==> src/rtl/conv_loop_controller_if.sv <==
// Operand, MAC, partial-sum memory and result handshake bundle
// between the loop controller and its convolution datapath.
interface conv_loop_controller_if #(
  parameter int CNT_W = 16,
  parameter int LOG2_OF_MEM_HEIGHT = 20
);
  logic a_valid;
  logic b_valid;
  logic a_ready;
  logic b_ready;
  logic write_a;
  logic write_b;
  logic mac_valid;
  logic mac_accumulate_internal;
  logic mac_accumulate_with_0;
  logic mem_we;
  logic mem_re;
  logic [LOG2_OF_MEM_HEIGHT-1:0] mem_write_addr;
  logic [LOG2_OF_MEM_HEIGHT-1:0] mem_read_addr;
  logic [CNT_W-1:0] in_x;
  logic [CNT_W-1:0] in_y;
  logic output_valid;
  logic output_ready;
  logic [CNT_W-1:0] output_x;
  logic [CNT_W-1:0] output_y;
  logic [CNT_W-1:0] output_ch;

  modport master (
    input  a_valid, b_valid, output_ready,
    output a_ready, b_ready,
    output write_a, write_b,
    output mac_valid,
    output mac_accumulate_internal,
    output mac_accumulate_with_0,
    output mem_we, mem_re,
    output mem_write_addr, mem_read_addr,
    output in_x, in_y,
    output output_valid,
    output output_x, output_y, output_ch
  );

  modport slave (
    output a_valid, b_valid, output_ready,
    input  a_ready, b_ready,
    input  write_a, write_b,
    input  mac_valid,
    input  mac_accumulate_internal,
    input  mac_accumulate_with_0,
    input  mem_we, mem_re,
    input  mem_write_addr, mem_read_addr,
    input  in_x, in_y,
    input  output_valid,
    input  output_x, output_y, output_ch
  );
endinterface

==> src/rtl/conv_loop_controller.sv <==
// Six-deep convolution loop sequencer: operand fetch, MAC control,
// partial-sum memory strobes and result handshake.
module conv_loop_controller #(
  parameter int CNT_W = 16,
  parameter int LOG2_OF_MEM_HEIGHT = 20
) (
  input  logic             clk,
  input  logic             rst_in,
  input  logic             start,
  input  logic [CNT_W-1:0] cfg_out_w,
  input  logic [CNT_W-1:0] cfg_out_h,
  input  logic [CNT_W-1:0] cfg_ch_in,
  input  logic [CNT_W-1:0] cfg_ch_out,
  input  logic [CNT_W-1:0] cfg_kernel,
  input  logic [CNT_W-1:0] cfg_stride,
  output logic             running,
  output logic             done,
  conv_loop_controller_if.master bus
);
  localparam int MW = LOG2_OF_MEM_HEIGHT;
  localparam logic [CNT_W-1:0] ONE = CNT_W'(1);

  typedef enum logic [1:0] {
    IDLE,
    FETCH,
    MAC,
    OUT
  } state_t;

  state_t state;
  state_t state_nxt;

  logic [CNT_W-1:0] out_w;
  logic [CNT_W-1:0] out_h;
  logic [CNT_W-1:0] ch_in;
  logic [CNT_W-1:0] ch_out;
  logic [CNT_W-1:0] kernel;
  logic [CNT_W-1:0] stride;

  logic [CNT_W-1:0] x;
  logic [CNT_W-1:0] y;
  logic [CNT_W-1:0] ci;
  logic [CNT_W-1:0] co;
  logic [CNT_W-1:0] kv;
  logic [CNT_W-1:0] kh;

  logic [CNT_W-1:0] ox;
  logic [CNT_W-1:0] oy;
  logic [CNT_W-1:0] och;
  logic [MW-1:0]    waddr;
  logic             we;
  logic             fin;
  logic             done_q;

  logic latch;
  logic step;
  logic fin_hs;
  logic cfg_zero;
  logic kh_l, kv_l, co_l, ci_l, y_l, x_l;
  logic c_kv, c_co, c_ci, c_y, c_x;
  logic blk_last;
  logic all_last;
  logic k_first;

  function automatic logic [CNT_W-1:0] bump(
    input logic [CNT_W-1:0] v,
    input logic             l
  );
    return l ? '0 : v + ONE;
  endfunction

  assign cfg_zero = (cfg_out_w == '0)
                 || (cfg_out_h == '0)
                 || (cfg_ch_in == '0)
                 || (cfg_ch_out == '0)
                 || (cfg_kernel == '0);

  assign kh_l = (kh == kernel - ONE);
  assign kv_l = (kv == kernel - ONE);
  assign co_l = (co == ch_out - ONE);
  assign ci_l = (ci == ch_in - ONE);
  assign y_l  = (y == out_h - ONE);
  assign x_l  = (x == out_w - ONE);

  // Carry chain, innermost k_h outward to x.
  assign c_kv = kh_l;
  assign c_co = c_kv & kv_l;
  assign c_ci = c_co & co_l;
  assign c_y  = c_ci & ci_l;
  assign c_x  = c_y & y_l;

  assign blk_last = c_co & ci_l;
  assign all_last = c_x & x_l;
  assign k_first  = (kv == '0) && (kh == '0);

  assign running = (state != IDLE);
  assign done    = done_q;

  assign bus.in_x = x * stride + kh;
  assign bus.in_y = y * stride + kv;
  assign bus.mem_read_addr  = MW'(co);
  assign bus.mem_write_addr = waddr;
  assign bus.mem_we         = we;
  assign bus.output_x       = ox;
  assign bus.output_y       = oy;
  assign bus.output_ch      = och;

  always_comb begin
    state_nxt = state;
    latch     = 1'b0;
    step      = 1'b0;
    fin_hs    = 1'b0;
    bus.a_ready = 1'b0;
    bus.b_ready = 1'b0;
    bus.write_a = 1'b0;
    bus.write_b = 1'b0;
    bus.mac_valid = 1'b0;
    bus.mac_accumulate_internal = 1'b0;
    bus.mac_accumulate_with_0   = 1'b0;
    bus.mem_re = 1'b0;
    bus.output_valid = 1'b0;
    unique case (state)
      IDLE: begin
        if (start) begin
          latch = 1'b1;
          if (!cfg_zero) state_nxt = FETCH;
        end
      end
      FETCH: begin
        bus.a_ready = 1'b1;
        bus.b_ready = 1'b1;
        bus.write_a = bus.a_valid;
        bus.write_b = bus.b_valid;
        if (bus.a_valid && bus.b_valid)
          state_nxt = MAC;
      end
      MAC: begin
        step = 1'b1;
        bus.mac_valid = 1'b1;
        bus.mac_accumulate_internal = !k_first;
        bus.mac_accumulate_with_0 =
          k_first && (ci == '0);
        bus.mem_re = k_first && (ci != '0);
        state_nxt = blk_last ? OUT : FETCH;
      end
      OUT: begin
        bus.output_valid = 1'b1;
        if (bus.output_ready) begin
          fin_hs    = fin;
          state_nxt = fin ? IDLE : FETCH;
        end
      end
      default: state_nxt = IDLE;
    endcase
  end

  always_ff @(posedge clk) begin
    if (rst_in) state <= IDLE;
    else        state <= state_nxt;
  end

  always_ff @(posedge clk) begin
    if (rst_in) begin
      out_w  <= '0;
      out_h  <= '0;
      ch_in  <= '0;
      ch_out <= '0;
      kernel <= '0;
      stride <= '0;
      x  <= '0;
      y  <= '0;
      ci <= '0;
      co <= '0;
      kv <= '0;
      kh <= '0;
      ox  <= '0;
      oy  <= '0;
      och <= '0;
      waddr  <= '0;
      we     <= 1'b0;
      fin    <= 1'b0;
      done_q <= 1'b0;
    end else begin
      done_q <= (latch & cfg_zero) | fin_hs;
      // Write-back only for blocks whose ch_in sum is still partial.
      we <= step & c_co & !ci_l;
      if (latch) begin
        out_w  <= cfg_out_w;
        out_h  <= cfg_out_h;
        ch_in  <= cfg_ch_in;
        ch_out <= cfg_ch_out;
        kernel <= cfg_kernel;
        stride <= cfg_stride;
        x  <= '0;
        y  <= '0;
        ci <= '0;
        co <= '0;
        kv <= '0;
        kh <= '0;
      end
      if (step) begin
        waddr <= MW'(co);
        kh <= bump(kh, kh_l);
        if (c_kv) kv <= bump(kv, kv_l);
        if (c_co) co <= bump(co, co_l);
        if (c_ci) ci <= bump(ci, ci_l);
        if (c_y)  y  <= bump(y, y_l);
        if (c_x)  x  <= bump(x, x_l);
        if (blk_last) begin
          ox  <= x;
          oy  <= y;
          och <= co;
          fin <= all_last;
        end
      end
    end
  end
endmodule
==> src/flat_wrapper.sv <==
// flat-port wrapper written by rule: the top's interface ports become plain ports
module conv_loop_controller_flat 
#(
  parameter int CNT_W = 16,
  parameter int LOG2_OF_MEM_HEIGHT = 20
)
  (clk, rst_in, start, cfg_out_w, cfg_out_h, cfg_ch_in, cfg_ch_out, cfg_kernel, cfg_stride, running, done, bus_a_valid, bus_b_valid, bus_output_ready, bus_a_ready, bus_b_ready, bus_write_a, bus_write_b, bus_mac_valid, bus_mac_accumulate_internal, bus_mac_accumulate_with_0, bus_mem_we, bus_mem_re, bus_mem_write_addr, bus_mem_read_addr, bus_in_x, bus_in_y, bus_output_valid, bus_output_x, bus_output_y, bus_output_ch);
  conv_loop_controller_if #(.CNT_W(CNT_W), .LOG2_OF_MEM_HEIGHT(LOG2_OF_MEM_HEIGHT)) bus_i ();
  input  logic clk;
  input  logic rst_in;
  input  logic start;
  input  logic [CNT_W-1:0] cfg_out_w;
  input  logic [CNT_W-1:0] cfg_out_h;
  input  logic [CNT_W-1:0] cfg_ch_in;
  input  logic [CNT_W-1:0] cfg_ch_out;
  input  logic [CNT_W-1:0] cfg_kernel;
  input  logic [CNT_W-1:0] cfg_stride;
  output logic running;
  output logic done;
  input wire logic [$bits(bus_i.a_valid)-1:0] bus_a_valid;
  input wire logic [$bits(bus_i.b_valid)-1:0] bus_b_valid;
  input wire logic [$bits(bus_i.output_ready)-1:0] bus_output_ready;
  output wire logic [$bits(bus_i.a_ready)-1:0] bus_a_ready;
  output wire logic [$bits(bus_i.b_ready)-1:0] bus_b_ready;
  output wire logic [$bits(bus_i.write_a)-1:0] bus_write_a;
  output wire logic [$bits(bus_i.write_b)-1:0] bus_write_b;
  output wire logic [$bits(bus_i.mac_valid)-1:0] bus_mac_valid;
  output wire logic [$bits(bus_i.mac_accumulate_internal)-1:0] bus_mac_accumulate_internal;
  output wire logic [$bits(bus_i.mac_accumulate_with_0)-1:0] bus_mac_accumulate_with_0;
  output wire logic [$bits(bus_i.mem_we)-1:0] bus_mem_we;
  output wire logic [$bits(bus_i.mem_re)-1:0] bus_mem_re;
  output wire logic [$bits(bus_i.mem_write_addr)-1:0] bus_mem_write_addr;
  output wire logic [$bits(bus_i.mem_read_addr)-1:0] bus_mem_read_addr;
  output wire logic [$bits(bus_i.in_x)-1:0] bus_in_x;
  output wire logic [$bits(bus_i.in_y)-1:0] bus_in_y;
  output wire logic [$bits(bus_i.output_valid)-1:0] bus_output_valid;
  output wire logic [$bits(bus_i.output_x)-1:0] bus_output_x;
  output wire logic [$bits(bus_i.output_y)-1:0] bus_output_y;
  output wire logic [$bits(bus_i.output_ch)-1:0] bus_output_ch;
  assign bus_i.a_valid = bus_a_valid;
  assign bus_i.b_valid = bus_b_valid;
  assign bus_i.output_ready = bus_output_ready;
  assign bus_a_ready = bus_i.a_ready;
  assign bus_b_ready = bus_i.b_ready;
  assign bus_write_a = bus_i.write_a;
  assign bus_write_b = bus_i.write_b;
  assign bus_mac_valid = bus_i.mac_valid;
  assign bus_mac_accumulate_internal = bus_i.mac_accumulate_internal;
  assign bus_mac_accumulate_with_0 = bus_i.mac_accumulate_with_0;
  assign bus_mem_we = bus_i.mem_we;
  assign bus_mem_re = bus_i.mem_re;
  assign bus_mem_write_addr = bus_i.mem_write_addr;
  assign bus_mem_read_addr = bus_i.mem_read_addr;
  assign bus_in_x = bus_i.in_x;
  assign bus_in_y = bus_i.in_y;
  assign bus_output_valid = bus_i.output_valid;
  assign bus_output_x = bus_i.output_x;
  assign bus_output_y = bus_i.output_y;
  assign bus_output_ch = bus_i.output_ch;
  conv_loop_controller #(.CNT_W(CNT_W), .LOG2_OF_MEM_HEIGHT(LOG2_OF_MEM_HEIGHT)) u_core (.clk(clk), .rst_in(rst_in), .start(start), .cfg_out_w(cfg_out_w), .cfg_out_h(cfg_out_h), .cfg_ch_in(cfg_ch_in), .cfg_ch_out(cfg_ch_out), .cfg_kernel(cfg_kernel), .cfg_stride(cfg_stride), .running(running), .done(done), .bus(bus_i));
endmodule
==> config.mk <==
export PLATFORM = sky130hd
export DESIGN_NAME = conv_loop_controller_flat
export DESIGN_NICKNAME = d
export VERILOG_FILES = /design/src/rtl/conv_loop_controller_if.sv /design/src/rtl/conv_loop_controller.sv /design/src/flat_wrapper.sv
export SDC_FILE = /design/constraint.sdc
export NUM_CORES = 1
export LEC_CHECK = 0
export BUFFER_PORTS_ARGS = -buffer_cell sky130_fd_sc_hd__buf_2
export CAP_MARGIN = 0
export CORE_ASPECT_RATIO = 2
export CORE_MARGIN = 1.5
export CORE_UTILIZATION = 45
export DETAILED_ROUTE_END_ITERATION = 6
export HOLD_SLACK_MARGIN = 0.02
export PLACE_DENSITY_LB_ADDON = 0.05
export SLEW_MARGIN = 25
export SYNTH_ARGS = -nofsm -noshare
export SYNTH_HDL_FRONTEND = slang
export SYNTH_SLANG_ARGS = --single-unit
==> constraint.sdc <==
create_clock -name clk -period 6.9 [get_ports clk]
set_input_delay 0.345 -clock clk [delete_from_list [all_inputs] [get_ports clk]]
set_output_delay 0.345 -clock clk [all_outputs]
set_load 0.005 [all_outputs]
==> flow_summary_export.csv <==
group,metric,value,unit
layout,most-common-layout-cells,"nand2_1 (513), inv_1 (383), dfxtp_1 (261)",
synth,synth_edf_count,0,
pwr,p_leak,12.2,nW
grt,grt_max_degree,113,
floorplan,core,51800,µm²
detailed_routing,drt_iter0_markers,1014,
floorplan,rows,118,
timing,setup_slack,0.412,ns
detailed_routing,finalWirelength,77000,µm
grt,first_global_vias,22029,
cts,root_buffer,"clkbuf_16",
synth,seq_area_frac_synth,22.1,%
floorplan,start_util,45.7,%
layout,area_delta_synth_final,13.0,%
detailed_routing,wl_per_cell,19.9,µm
grt,antenna_found_initial,0,
cts,clockBufferDepth,3,
layout,design_area,26700,µm²
synth,synthTopCellsByArea,"dfxtp_1 (22%), fa_1 (16%), nand2_1 (8.2%)",
place,port_buffers,225,
synth,synthArstFlopShare,0,%
floorplan,die_area,54100,µm²
setup_path,cp.arrival,6.14,ns
place,dp.cells,3766,
floorplan,die_w,165,µm
flow_run,drv_cap,0,
outcome,status,"finished clean",
timing,finalClockSkew,0.0148,ns
setup_path,crit_type,"flop to output port",
synth,synth.ff_latch_count,261,
grt,grt_pass1_wl,120000,µm
setup_path,required,6.55,ns
place,placed_area,25300,µm²
cts,cts_made_buffers,27,
synth,synth_top_cell_area_share,22.1,%
grt,overflow,0,
detailed_routing,drc,0,
timing,finalCriticalPeriod,6.49,ns
timing,fin_crit_sh,94.0,%
detailed_routing,drt_pass1_iterations,5,
cts,cts-htree-levels,1,
setup_path,worstPathMaxFanout,14,
timing,setup_viol,0,
setup_path,crit_path_end_kind,"output port",
detailed_routing,route.antenna.remaining_nets,0,
timing,relSlewSlack,33.2,%
timing,fin_setup_tns,0,ns
synth,synthesis.instances,3028,
synth,syn_avg_cell_area,7.81,µm²
cts,cts.repair.resized,0,
timing,worstMarginPinSlew,0.998,ns
layout,nets,3598,
layout,drive_above_1_share,11.5,%
place,gp_congestion,0.904,
synth,synth.distinct_cells,85,
timing,rsz0062_at_grt,"false",
floorplan,io_pins,234,
synth,synth_top_area_cell,"dfxtp_1",
pwr,p_per_area,143,nW/µm²
layout,final_common_cell,"nand2_1",
layout,nFillCells,5113,
synth,yosysWarnings,0,
timing,clock.fmax,154,MHz
hold_path,hp-class,"input pin to flop",
detailed_routing,vias,21494,
detailed_routing,routed_via_density,5.56,
layout,antenna_cells,0,
timing,finalMaxSlewViolations,0,
place,dpl_worst_slack,0.992,ns
pwr,ir_worst_vdd,216,µV
setup_path,start_kind,"flop",
layout,seq_area,5230,µm²
grt,track_usage,28.9,%
cts,clk_pin_slew,0.06,ns
place,dpl.hpwl,60200,µm
layout,final_cells,3866,
cts,clk_latency,0.59,ns
cts,cts_tree,"yes",
timing,final_hold_viol_count,0,
synth,syn_area,23700,µm²
floorplan,die_y,327,µm
cts,cts_sinks,261,
layout,multi_input_area,16300,µm²
synth,synthFlopType,"dfxtp_1",
synth_stat cells (9+ instances only):
master    instances
nand2_1         514
inv_1           383
dfxtp_1         261
fa_1            188
clkbuf_1        181
a21oi_1         179
xnor2_1         140
nor2_1          137
and2_1          121
ha_1            118
nand3_1          81
o21ai_0          76
nor4_1           64
xor2_1           64
mux2i_1          58
nor3_1           50
and3_1           44
nand4_1          38
nor2b_1          28
a31oi_1          15
nand2b_1         15
or3_1            14
or2_2            13
a22oi_1          12
o211ai_1         12
a21o_1           11
buf_1            11
a211oi_1         10
nor4b_1          10
buf_4             9
or4b_2            9
report_power, final:
| group | switching, mW | internal (mW) | total (mW) |
|---|---|---|---|
| logic | 0.357 | 0.246 | 0.602 |
| registers | 0.0791 | 1.54 | 1.62 |
| clock network | 0.667 | 0.927 | 1.59 |
| total | 1.10 | 2.71 | 3.82 |
layer usage:
layer	share of wire, %	GRT usage, %	up-vias
met5	0	0	-
li1	-	-	10192
met1	35	29.5	10434
met3	4.0	2.96	201
met2	56	56.7	667
met4	5.2	13.9	0
area by class of cell:
class	instances	area share, %
clock inverter	8	0.552
tap	660	3.09
sequential	261	19.5
timing repair buffer	331	7.77
multi-input combinational	2185	60.8
clock buffer	37	2.89
inverter	384	5.39
critical path: stages (launching register included):
cell and delay, ns:
dfxtp_1 0.84, buf_4 0.24, nand2_1 0.08, fa_1 0.50
fa_1 0.55, inv_1 0.05, fa_1 0.53, fa_1 0.50
inv_1 0.05, fa_1 0.46, fa_1 0.42, xor2_1 0.17
xnor2_1 0.20, xnor2_1 0.15, xnor2_1 0.15, xnor2_1 0.11
xnor2_1 0.30, xnor2_1 0.15, buf_2 0.12
logic make-up after synthesis:
group,Yosys count,share of synthesized area (%)
AOI/OAI and AO/OA,416,11.0
xor gates and xnor gates,208,7.93
adders and majority gates,306,22.1
buffers and inverters,589,9.53
DFF,261,22.1
muxes,65,2.79
other,1,0.0158
and+or+nand+nor,1182,24.5
repair_timing:
action	4_1_cts	5_1_grt
setup endpoints to repair	0	0
hold buffers	54	1
buffers inserted	0	0
hold endpoints to repair	54	1
path summary, 6_finish.rpt:
kind / start / endpoint / slack (ns) / depth (start not counted)
worst max-delay path: u_core.x[6]$_SDFF_PP0_ / bus_in_x[15] / 0.41 / 18
worst min-delay path: cfg_out_w[7] / u_core.out_w[7]$_SDFFE_PP0P_ / 0.03 / 3
worst max register to register: u_core.ch_in[0]$_SDFFE_PP0P_ / u_core.y[8]$_SDFF_PP0_ / 2.14 / 12
worst min register to register: u_core.bus.mem_write_addr[2]$_SDFFE_PP0P_ / u_core.bus.mem_write_addr[2]$_SDFFE_PP0P_ / 0.45 / 2
through the flow:
| step | hold slack [ns] | power (mW) | util, % |
|---|---|---|---|
| after floorplan | 0.432 | 2.04 | - |
| after global placement | 0.440 | 2.22 | 48.8 |
| after detailed placement | 0.445 | 2.23 | 48.8 |
| after CTS | 0.0200 | 3.85 | 51.6 |
| after global routing | 0.0238 | 3.96 | 51.6 |
| final | 0.0277 | 3.82 | 51.6 |
Note: power is estimated with default switching activity, not from simulation.
